[config.mk]
export PLATFORM = sky130hd
export DESIGN_NAME = datapath_seq_ctrl_flat
export DESIGN_NICKNAME = d
export VERILOG_FILES = /design/src/rtl/datapath_pkg.sv /design/src/rtl/datapath_seq_ctrl_if.sv /design/src/rtl/datapath_seq_ctrl_fields.sv /design/src/rtl/datapath_seq_ctrl.sv /design/src/flat_wrapper.sv
export SDC_FILE = /design/constraint.sdc
export NUM_CORES = 1
export LEC_CHECK = 0
export CAP_MARGIN = 0
export CORE_MARGIN = 8
export CORE_UTILIZATION = 25
export DETAILED_ROUTE_END_ITERATION = 10
export SLEW_MARGIN = 30
export SYNTH_ARGS = -nofsm -noshare
export SYNTH_HDL_FRONTEND = slang
export SYNTH_SLANG_ARGS = --single-unit
[constraint.sdc]
create_clock -name clk -period 2.7 [get_ports clk]
set_input_delay 0.54 -clock clk [delete_from_list [all_inputs] [get_ports clk]]
set_output_delay 0.54 -clock clk [all_outputs]
set_load 0.02 [all_outputs]
[src/rtl/datapath_pkg.sv]
// Shared encodings for the register-file/ALU sequencing controller.
// Opcodes, 5-bit state codes and writeback-mux selects.
package datapath_pkg;

  localparam logic [2:0] OP_LOAD = 3'b000;
  localparam logic [2:0] OP_MOVE = 3'b001;
  localparam logic [2:0] OP_ADD  = 3'b010;
  localparam logic [2:0] OP_XOR  = 3'b011;

  localparam logic [1:0] WB_IMM = 2'b00;
  localparam logic [1:0] WB_RFA = 2'b01;
  localparam logic [1:0] WB_ALU = 2'b10;

  typedef enum logic [4:0] {
    ST_RESET  = 5'b00000,
    ST_WAIT   = 5'b00001,
    ST_DECODE = 5'b00010,
    ST_ADD1   = 5'b00011,
    ST_ADD2   = 5'b00100,
    ST_ADD3   = 5'b00101,
    ST_LD     = 5'b00110,
    ST_MV     = 5'b00111,
    ST_XOR1   = 5'b01000,
    ST_XOR2   = 5'b01001,
    ST_XOR3   = 5'b01010
  } state_t;

endpackage

[src/rtl/datapath_seq_ctrl_if.sv]
// Instruction valid/ready handshake into the controller.
// Master presents words; slave is the controller.
interface datapath_seq_ctrl_if #(
  parameter int IW = 25
);
  logic [IW-1:0] instr;
  logic          instr_valid;
  logic          instr_ready;

  modport master (
    output instr,
    output instr_valid,
    input  instr_ready
  );

  modport slave (
    input  instr,
    input  instr_valid,
    output instr_ready
  );
endinterface

[src/rtl/datapath_seq_ctrl_fields.sv]
// Splits the instruction register into its fields.
// Opcode sits in the top three bits; dst/srcA/srcB follow.
module datapath_seq_ctrl_fields #(
  parameter int IW   = 25,
  parameter int RAW  = 4,
  parameter int IMMW = 10
) (
  input  logic [IW-1:0]   ir,
  output logic [2:0]      opcode,
  output logic [RAW-1:0]  dst,
  output logic [RAW-1:0]  src_a,
  output logic [RAW-1:0]  src_b,
  output logic [IMMW-1:0] imm
);
  assign opcode = ir[IW-1 -: 3];
  assign dst    = ir[IW-4 -: RAW];
  assign src_a  = ir[IW-4-RAW -: RAW];
  assign src_b  = ir[IW-4-2*RAW -: RAW];
  assign imm    = ir[IMMW-1:0];
endmodule

[src/rtl/datapath_seq_ctrl.sv]
// One-instruction-at-a-time sequencer for the RF/ALU datapath.
// All controls decode from registered state and ir.
module datapath_seq_ctrl
  import datapath_pkg::*;
#(
  parameter int IW   = 25,
  parameter int RAW  = 4,
  parameter int IMMW = 10
) (
  input  logic                clk,
  input  logic                rst,
  datapath_seq_ctrl_if.slave  bus,
  input  logic                stall,
  output logic [RAW-1:0]      rf_raddr_a,
  output logic [RAW-1:0]      rf_raddr_b,
  output logic [RAW-1:0]      rf_waddr,
  output logic                rf_we,
  output logic [IMMW-1:0]     imm,
  output logic                opa_ld,
  output logic                opb_ld,
  output logic                alu_op,
  output logic [1:0]          wb_sel,
  output logic                done,
  output logic                illegal,
  output logic [4:0]          state
);
  state_t          state_q, state_d;
  logic [IW-1:0]   ir_q, ir_d;
  logic [2:0]      opcode;
  logic            ready;
  logic            exec;
  logic            hold;
  logic            we_r, opa_r, opb_r;
  logic            done_r, ill_r;

  datapath_seq_ctrl_fields #(
    .IW   (IW),
    .RAW  (RAW),
    .IMMW (IMMW)
  ) u_fields (
    .ir     (ir_q),
    .opcode (opcode),
    .dst    (rf_waddr),
    .src_a  (rf_raddr_a),
    .src_b  (rf_raddr_b),
    .imm    (imm)
  );

  always_ff @(posedge clk or posedge rst) begin
    if (rst) begin
      state_q <= ST_RESET;
      ir_q    <= '0;
    end else begin
      state_q <= state_d;
      ir_q    <= ir_d;
    end
  end

  always_comb begin
    state_d = state_q;
    ir_d    = ir_q;
    ready   = 1'b0;
    exec    = 1'b0;
    we_r    = 1'b0;
    opa_r   = 1'b0;
    opb_r   = 1'b0;
    done_r  = 1'b0;
    ill_r   = 1'b0;
    alu_op  = 1'b0;
    wb_sel  = WB_IMM;
    unique case (state_q)
      ST_RESET: state_d = ST_WAIT;
      ST_WAIT: begin
        ready = 1'b1;
        if (bus.instr_valid) begin
          ir_d    = bus.instr;
          state_d = ST_DECODE;
        end
      end
      ST_DECODE: begin
        case (opcode)
          OP_LOAD: state_d = ST_LD;
          OP_MOVE: state_d = ST_MV;
          OP_ADD:  state_d = ST_ADD1;
          OP_XOR:  state_d = ST_XOR1;
          default: begin
            done_r  = 1'b1;
            ill_r   = 1'b1;
            state_d = ST_WAIT;
          end
        endcase
      end
      ST_LD: begin
        exec   = 1'b1;
        we_r   = 1'b1;
        done_r = 1'b1;
        if (!stall) state_d = ST_WAIT;
      end
      ST_MV: begin
        exec   = 1'b1;
        we_r   = 1'b1;
        done_r = 1'b1;
        wb_sel = WB_RFA;
        if (!stall) state_d = ST_WAIT;
      end
      ST_ADD1, ST_XOR1: begin
        exec  = 1'b1;
        opa_r = 1'b1;
        if (!stall)
          state_d = (state_q == ST_ADD1) ?
                    ST_ADD2 : ST_XOR2;
      end
      ST_ADD2, ST_XOR2: begin
        exec  = 1'b1;
        opb_r = 1'b1;
        if (!stall)
          state_d = (state_q == ST_ADD2) ?
                    ST_ADD3 : ST_XOR3;
      end
      ST_ADD3, ST_XOR3: begin
        exec   = 1'b1;
        we_r   = 1'b1;
        done_r = 1'b1;
        wb_sel = WB_ALU;
        alu_op = (state_q == ST_XOR3);
        if (!stall) state_d = ST_WAIT;
      end
      default: state_d = ST_RESET;
    endcase
  end

  // stall only gates strobes in execute states
  assign hold    = exec & stall;
  assign rf_we   = we_r   & ~hold;
  assign opa_ld  = opa_r  & ~hold;
  assign opb_ld  = opb_r  & ~hold;
  assign done    = done_r & ~hold;
  assign illegal = ill_r;

  assign bus.instr_ready = ready;
  assign state           = state_q;
endmodule
[src/flat_wrapper.sv]
// flat-port wrapper written by rule: the top's interface ports become plain ports
module datapath_seq_ctrl_flat import datapath_pkg::*;
#(
  parameter int IW   = 25,
  parameter int RAW  = 4,
  parameter int IMMW = 10
)
  (clk, rst, stall, rf_raddr_a, rf_raddr_b, rf_waddr, rf_we, imm, opa_ld, opb_ld, alu_op, wb_sel, done, illegal, state, bus_instr, bus_instr_valid, bus_instr_ready);
  datapath_seq_ctrl_if #(.IW(IW)) bus_i ();
  input  logic clk;
  input  logic rst;
  input  logic stall;
  output logic [RAW-1:0] rf_raddr_a;
  output logic [RAW-1:0] rf_raddr_b;
  output logic [RAW-1:0] rf_waddr;
  output logic rf_we;
  output logic [IMMW-1:0] imm;
  output logic opa_ld;
  output logic opb_ld;
  output logic alu_op;
  output logic [1:0] wb_sel;
  output logic done;
  output logic illegal;
  output logic [4:0] state;
  input wire logic [$bits(bus_i.instr)-1:0] bus_instr;
  input wire logic [$bits(bus_i.instr_valid)-1:0] bus_instr_valid;
  output wire logic [$bits(bus_i.instr_ready)-1:0] bus_instr_ready;
  assign bus_i.instr = bus_instr;
  assign bus_i.instr_valid = bus_instr_valid;
  assign bus_instr_ready = bus_i.instr_ready;
  datapath_seq_ctrl #(.IW(IW), .RAW(RAW), .IMMW(IMMW)) u_core (.clk(clk), .rst(rst), .bus(bus_i), .stall(stall), .rf_raddr_a(rf_raddr_a), .rf_raddr_b(rf_raddr_b), .rf_waddr(rf_waddr), .rf_we(rf_we), .imm(imm), .opa_ld(opa_ld), .opb_ld(opb_ld), .alu_op(alu_op), .wb_sel(wb_sel), .done(done), .illegal(illegal), .state(state));
endmodule
Word-level counts from Yosys, hierarchy flattened --
Index checks and enable logic that the tools add are counted.
Word-level totals: memory bits (writable) 0, flip-flop bits (word level) 30, input bits 29, memories 0, ROM bits 0, output and inout port bits 36, latch bits 0
Operators by class: bitwise operators 6, order comparisons 0, shift-type cells 0, muxes and demuxes 18, divide/modulo/power cells 0, $add $sub $neg 0, eq/ne operators 17, reduce and logical (&&, ||, !) cells 10, multipliers 0
Operators with widths (count):
- one-hot mux 5 bit (6 select lines) | 1
- == test 5 x 3 -> 1 bit (second input constant) | 4
- 2-to-1 mux 5 bit | 4
- one-hot mux 4 bit (4 select lines) | 1
- == test 5 x 4 -> 1 bit (second input constant) | 3
- == test 5 x 2 -> 1 bit (second input constant) | 2
- 2-to-1 mux 1 bit | 8
- 2-to-1 mux 4 bit | 2
- inequality test 2 bit (second input constant) | 4
- OR reduction 4 bit | 2
- OR reduction 8 bit | 1
- == test 3 x 2 -> 1 bit (second input constant) | 2
- OR reduction 2 bit | 3
- bitwise AND 1 bit | 5
- == test 5 x 1 -> 1 bit (second input constant) | 1
- zero test 5 bit | 1
- one-hot mux 2 bit (2 select lines) | 1
- AND reduction 4 bit | 1
- == test 3 x 1 -> 1 bit (second input constant) | 1
- zero test 3 bit | 1
- one-hot mux 1 bit (2 select lines) | 1
- AND reduction 2 bit | 1
- NOT 1 bit | 1

Depth between registers and ports, before layout --
depth in word-level cells 6, mapped depth 6, mapped depth without buffers 4

Hierarchy --
Synthesis repeated with hierarchy kept, for this count alone.
Second synthesis, totals: cells, all modules 145, area total of the unflattened synthesis 1660.3 um2
Modules (own cells, without submodules):
- datapath_seq_ctrl | area an instance 1472.7 um2, instances 1, cells an instance 120
- datapath_seq_ctrl_fields | area an instance 187.7 um2, instances 1, cells an instance 25

Least setup slack after synthesis --
No wires, ideal clock.
kind flip-flop to output port, start point register u_core.state_q[2], in the netlist u_core.state[2], end point output done, arrival 1991 ps, cell stages (with the launch flop) 5, required time 2160 ps, path buffers 1, slack 169 ps, path through dfrtp_1 > clkbuf_1 > or3b_2 > nor3b_1 > or2_2
On the way: longest elaborated chain between the ends 6, elaborated cells between the ends (all ways) 16, those cells by class eq/ne (9); mux (2); bitwise (3); reduce/logical (2)
RTL lines:
- from (decl) | RTL line datapath_seq_ctrl.sv:27 | state_t state_q, state_d;
- from (signal assigned) | RTL line datapath_seq_ctrl.sv:54 | state_q <= state_d;
- == test 5 x 3 -> 1 bit, or another cell as far along | RTL line datapath_seq_ctrl.sv:71 | unique case (state_q)
- OR reduction 8 bit (no source line)
- 2-to-1 mux 1 bit | RTL line datapath_seq_ctrl.sv:71
- bitwise AND 1 bit | RTL line datapath_seq_ctrl.sv:133 | assign hold = exec & stall;
- NOT 1 bit | RTL line datapath_seq_ctrl.sv:137 | assign done = done_r & ~hold;
- bitwise AND 1 bit (*) | RTL line datapath_seq_ctrl.sv:137
- to (decl) | RTL line flat_wrapper.sv:22 | output logic done;
Mark *: on every way between the ends. The rest lies on a longest branch, timed or not.

Final worst setup path --
start point register u_core.state_q[3], in the netlist u_core.state[3], end point output bus_instr_ready
On the way: longest elaborated chain between the ends 2
RTL lines:
- == test 5 x 1 -> 1 bit | RTL line datapath_seq_ctrl.sv:71
- 2-to-1 mux 1 bit | RTL line datapath_seq_ctrl.sv:71
- to (decl) | RTL line flat_wrapper.sv:27 | output wire logic [$bits(bus_i.instr_ready)-1:0] bus_instr_ready;
Every way passes these cells.

==> reports/summary.txt <==
========================================================================================
First-iteration detailed-routing DRC count                                            29
Max H-tree Level                                                                       2
Fmax                                                                             393 MHz
Final setup viols                                                                      0
Sink count of the clock tree                                                          29
CTS clock-pin slew for the worst setup and hold paths                            0.06 ns
Most common library cell in the layout ignoring fill and taps               clkdlybuf4s50_1
Root buffer cell                                                                clkbuf_8
Endpoint of the worst-slack reg-to-reg timing path                          u_core.ir_q[3]
Count of non-filler cells in the finished layout                                     264
Predominant post-synthesis flop cell                                             dfrtp_1
Horiz. Die Dim                                                                   96.5 um
Critical path, cell by cell                                                 or4b_4 > clkinv_2 > clkdlybuf4s50_1
Startpoint-to-endpoint class of the critical path                                reg2out
Final TNS setup                                                                     0 ns
Io pins                                                                               65
Result of the run                                                              completed
RSZ-0062 raised after global routing                                                  no
Number of global-route vias before repair                                          1,213
Overall routed net length                                                        3.57 mm
Share of async-settable or async-resettable flops after synthesis                   1.00
Routed vias/inst                                                                    4.19
Count of fill cells added during filler insertion                                    639
Cell variety after synth                                                              29
Floorplan die area                                                           0.00932 mm2
Global-route wire length before repair                                           5.90 mm
Pins over their slew limit                                                             0
Core area                                                                    0.00631 mm2
Inserted Clock Buffers                                                                 5
Post-Place Cells                                                                     256
Clock insertion delay at the later pin of the skew report                        0.27 ns
Share of the synthesized area in the top cell type                                 0.448
Critical path endpoint category                                              output port
Final nets                                                                           215
Power density relative to cell area                                          1250 mW/mm2
Startpoint of the worst-slack reg-to-reg timing path                        u_core.state[3]
Critical path launch point                                                  u_core.state[3]
Destination of the worst hold path                                          u_core.ir_q[6]
Post-synth EDFFs                                                                       0
Hold wc startpoint                                                          u_core.ir_q[6]
Ranking of synthesized cells by area                                        dfrtp_1, mux2_4, buf_4, mux2_2, buf_6
Synth Cell Area                                                              0.00162 mm2
Number of max-capacitance violations reported                                          0
Synthesized instance count                                                           141
Overall via count from detail_route                                                1,105
Yosys warning count                                                                    0
Crit path max-delay cell type                                               clkdlybuf4s50_1
GRT Residual Overflow                                                                  0
Number of hold violations in the final report                                          0
CTS tree                                                                           built
Height of the die                                                                96.5 um
Antenna diode count                                                                    0
Initial antenna violation count                                                        0
Setup Slack @ Placement                                                         0.187 ns
Post-layout min period                                                           2.54 ns
Critical path required time                                                      2.16 ns
Share of cells above drive strength 1                                              0.241
Type of origin of the critical path                                                 flop
Input/output buffers                                                                  63
Largest voltage drop on the vdd net                                               568 uV
Fin worst setup slack                                                           0.155 ns
Hold Worst Slack                                                                0.507 ns
R2r worst-path depth                                                                   4
Pin count of the biggest net entering global routing                                  30
Critical Path Max Stage Delay                                                    0.60 ns
Largest clock skew in the final design                                        0.00301 ns
Residual DRC count                                                                     0
Static leakage                                                                0.00103 uW
Hold/Removal Path Class                                                          reg2reg
Overall routing resource usage                                                    0.0819
Worst-case clock buffer depth                                                          2
Signed area change from the synthesized netlist to the final layout                41.6%
Post-detail-place hpwl                                                           2.67 mm
Number of rows created at floorplan                                                   29
Arrival time of data at the critical path endpoint                               2.00 ns
Maximum fanout encountered on the critical timing path                                 8
Antenna Violating Nets Remaining                                                       0
Most area-hungry cell type in the Yosys netlist                                  dfrtp_1
FF+latch count, synth                                                                 29
Share of the yosys chip area belonging to registers                                0.448
Cells on Worst Hold Path                                                               1
Weighted congestion reported at the end of routability-driven placement            0.811
Portion of the clock cycle consumed by the worst path in the final layout          0.942
First-pass DRT Iterations                                                              4
Wire length per cell                                                             13.5 um
Mapped Nets                                                                          170
Reg2Reg Setup Slack                                                              0.78 ns
Initial core utilization                                                           0.257
Post-Synthesis Mean Instance Area                                               11.5 um2
Commonest non-fill, non-tap cells in the layout                             clkdlybuf4s50_1, dfrtp_1, mux2_4
========================================================================================
-- timing repair --
action,in CTS,in global routing
resized for setup,1,2
setup buffers,0,0
pin swaps,0,0
setup endpoints to repair,1,2
hold buffers,0,0
-- worst max path at each step --
stage	end	cells after the start
after floorplan	done	4
after CTS	done	4
final	bus_instr_ready	3
after detailed placement	done	4
after global placement	done	4
after global routing	illegal	3
-- registers in the layout (all words and copies together), names as in the netlist --
| name | flops |
|---|---|
| u_core.ir_q | 25 |
| u_core.state | 4 |
-- per-layer routing --
| metal | part of all wire | routed length, um | track usage |
|---|---|---|---|
| met2 | 0.44 | 1580 | 0.121 |
| met3 | 0.11 | 385 | 0.0464 |
| met5 | 0 | 0 | 0 |
| met1 | 0.45 | 1590 | 0.0994 |
| met4 | 0.0028 | 10 | 0.0227 |
-- where the power goes --
group	internal (uW)	switching, uW	leakage, uW	total [uW]
Combinational	881	728	0.000629	1610
Clock	300	158	0.0000585	459
Sequential	656	151	0.000347	807
Total	1840	1040	0.00103	2870
-- cells in the mapped netlist (all sizes together) (3+ instances only) --
| library cell | instances |
|---|---|
| clkbuf | 5 |
| nand2 | 6 |
| xnor2 | 3 |
| inv | 4 |
| nor2 | 8 |
| a21oi | 6 |
| buf | 26 |
| dfrtp | 29 |
| mux2 | 25 |
| nor3 | 5 |
| o21ai | 5 |
| nand3 | 4 |
-- cells by family after synthesis --
logic type                synth area share
buffers and inverters                0.151
xor gates and xnor gates            0.0162
other                              0.00231
AOI/OAI and AO/OA                   0.0579
and+or+nand+nor                     0.0988
DFF                                  0.448
muxes                                0.226
-- cell type report --
class / count / area, um2 / share of cell area
Timing Repair Buffer: 69 / 678 / 0.295
Clock buffer: 7 / 86.3 / 0.0376
Sequential cell: 29 / 726 / 0.316
Multi-Input combinational cell: 76 / 659 / 0.287
Clock inverter: 1 / 30.0 / 0.0131
Tap cell: 77 / 96.3 / 0.0420
Inverter: 5 / 20.0 / 0.00872
-- per-stage QoR --
step	instance area (um2)	utilization	total power, uW
2_1_floorplan	1620	-	2040
3_3_place_gp	2170	0.343	2420
3_5_place_dp	2170	0.343	2430
4_1_cts	2290	0.363	2920
5_1_grt	2300	0.364	3050
6_report	2300	0.364	2870
-- worst max-delay path, delay by kind of cell (launching register included) --
family	cells	cell delay, ns
flip-flops	1	0.46
AND/OR/NAND/NOR	1	0.59
buffers and inverters	2	0.68
Note: power is estimated with default switching activity, not from simulation.
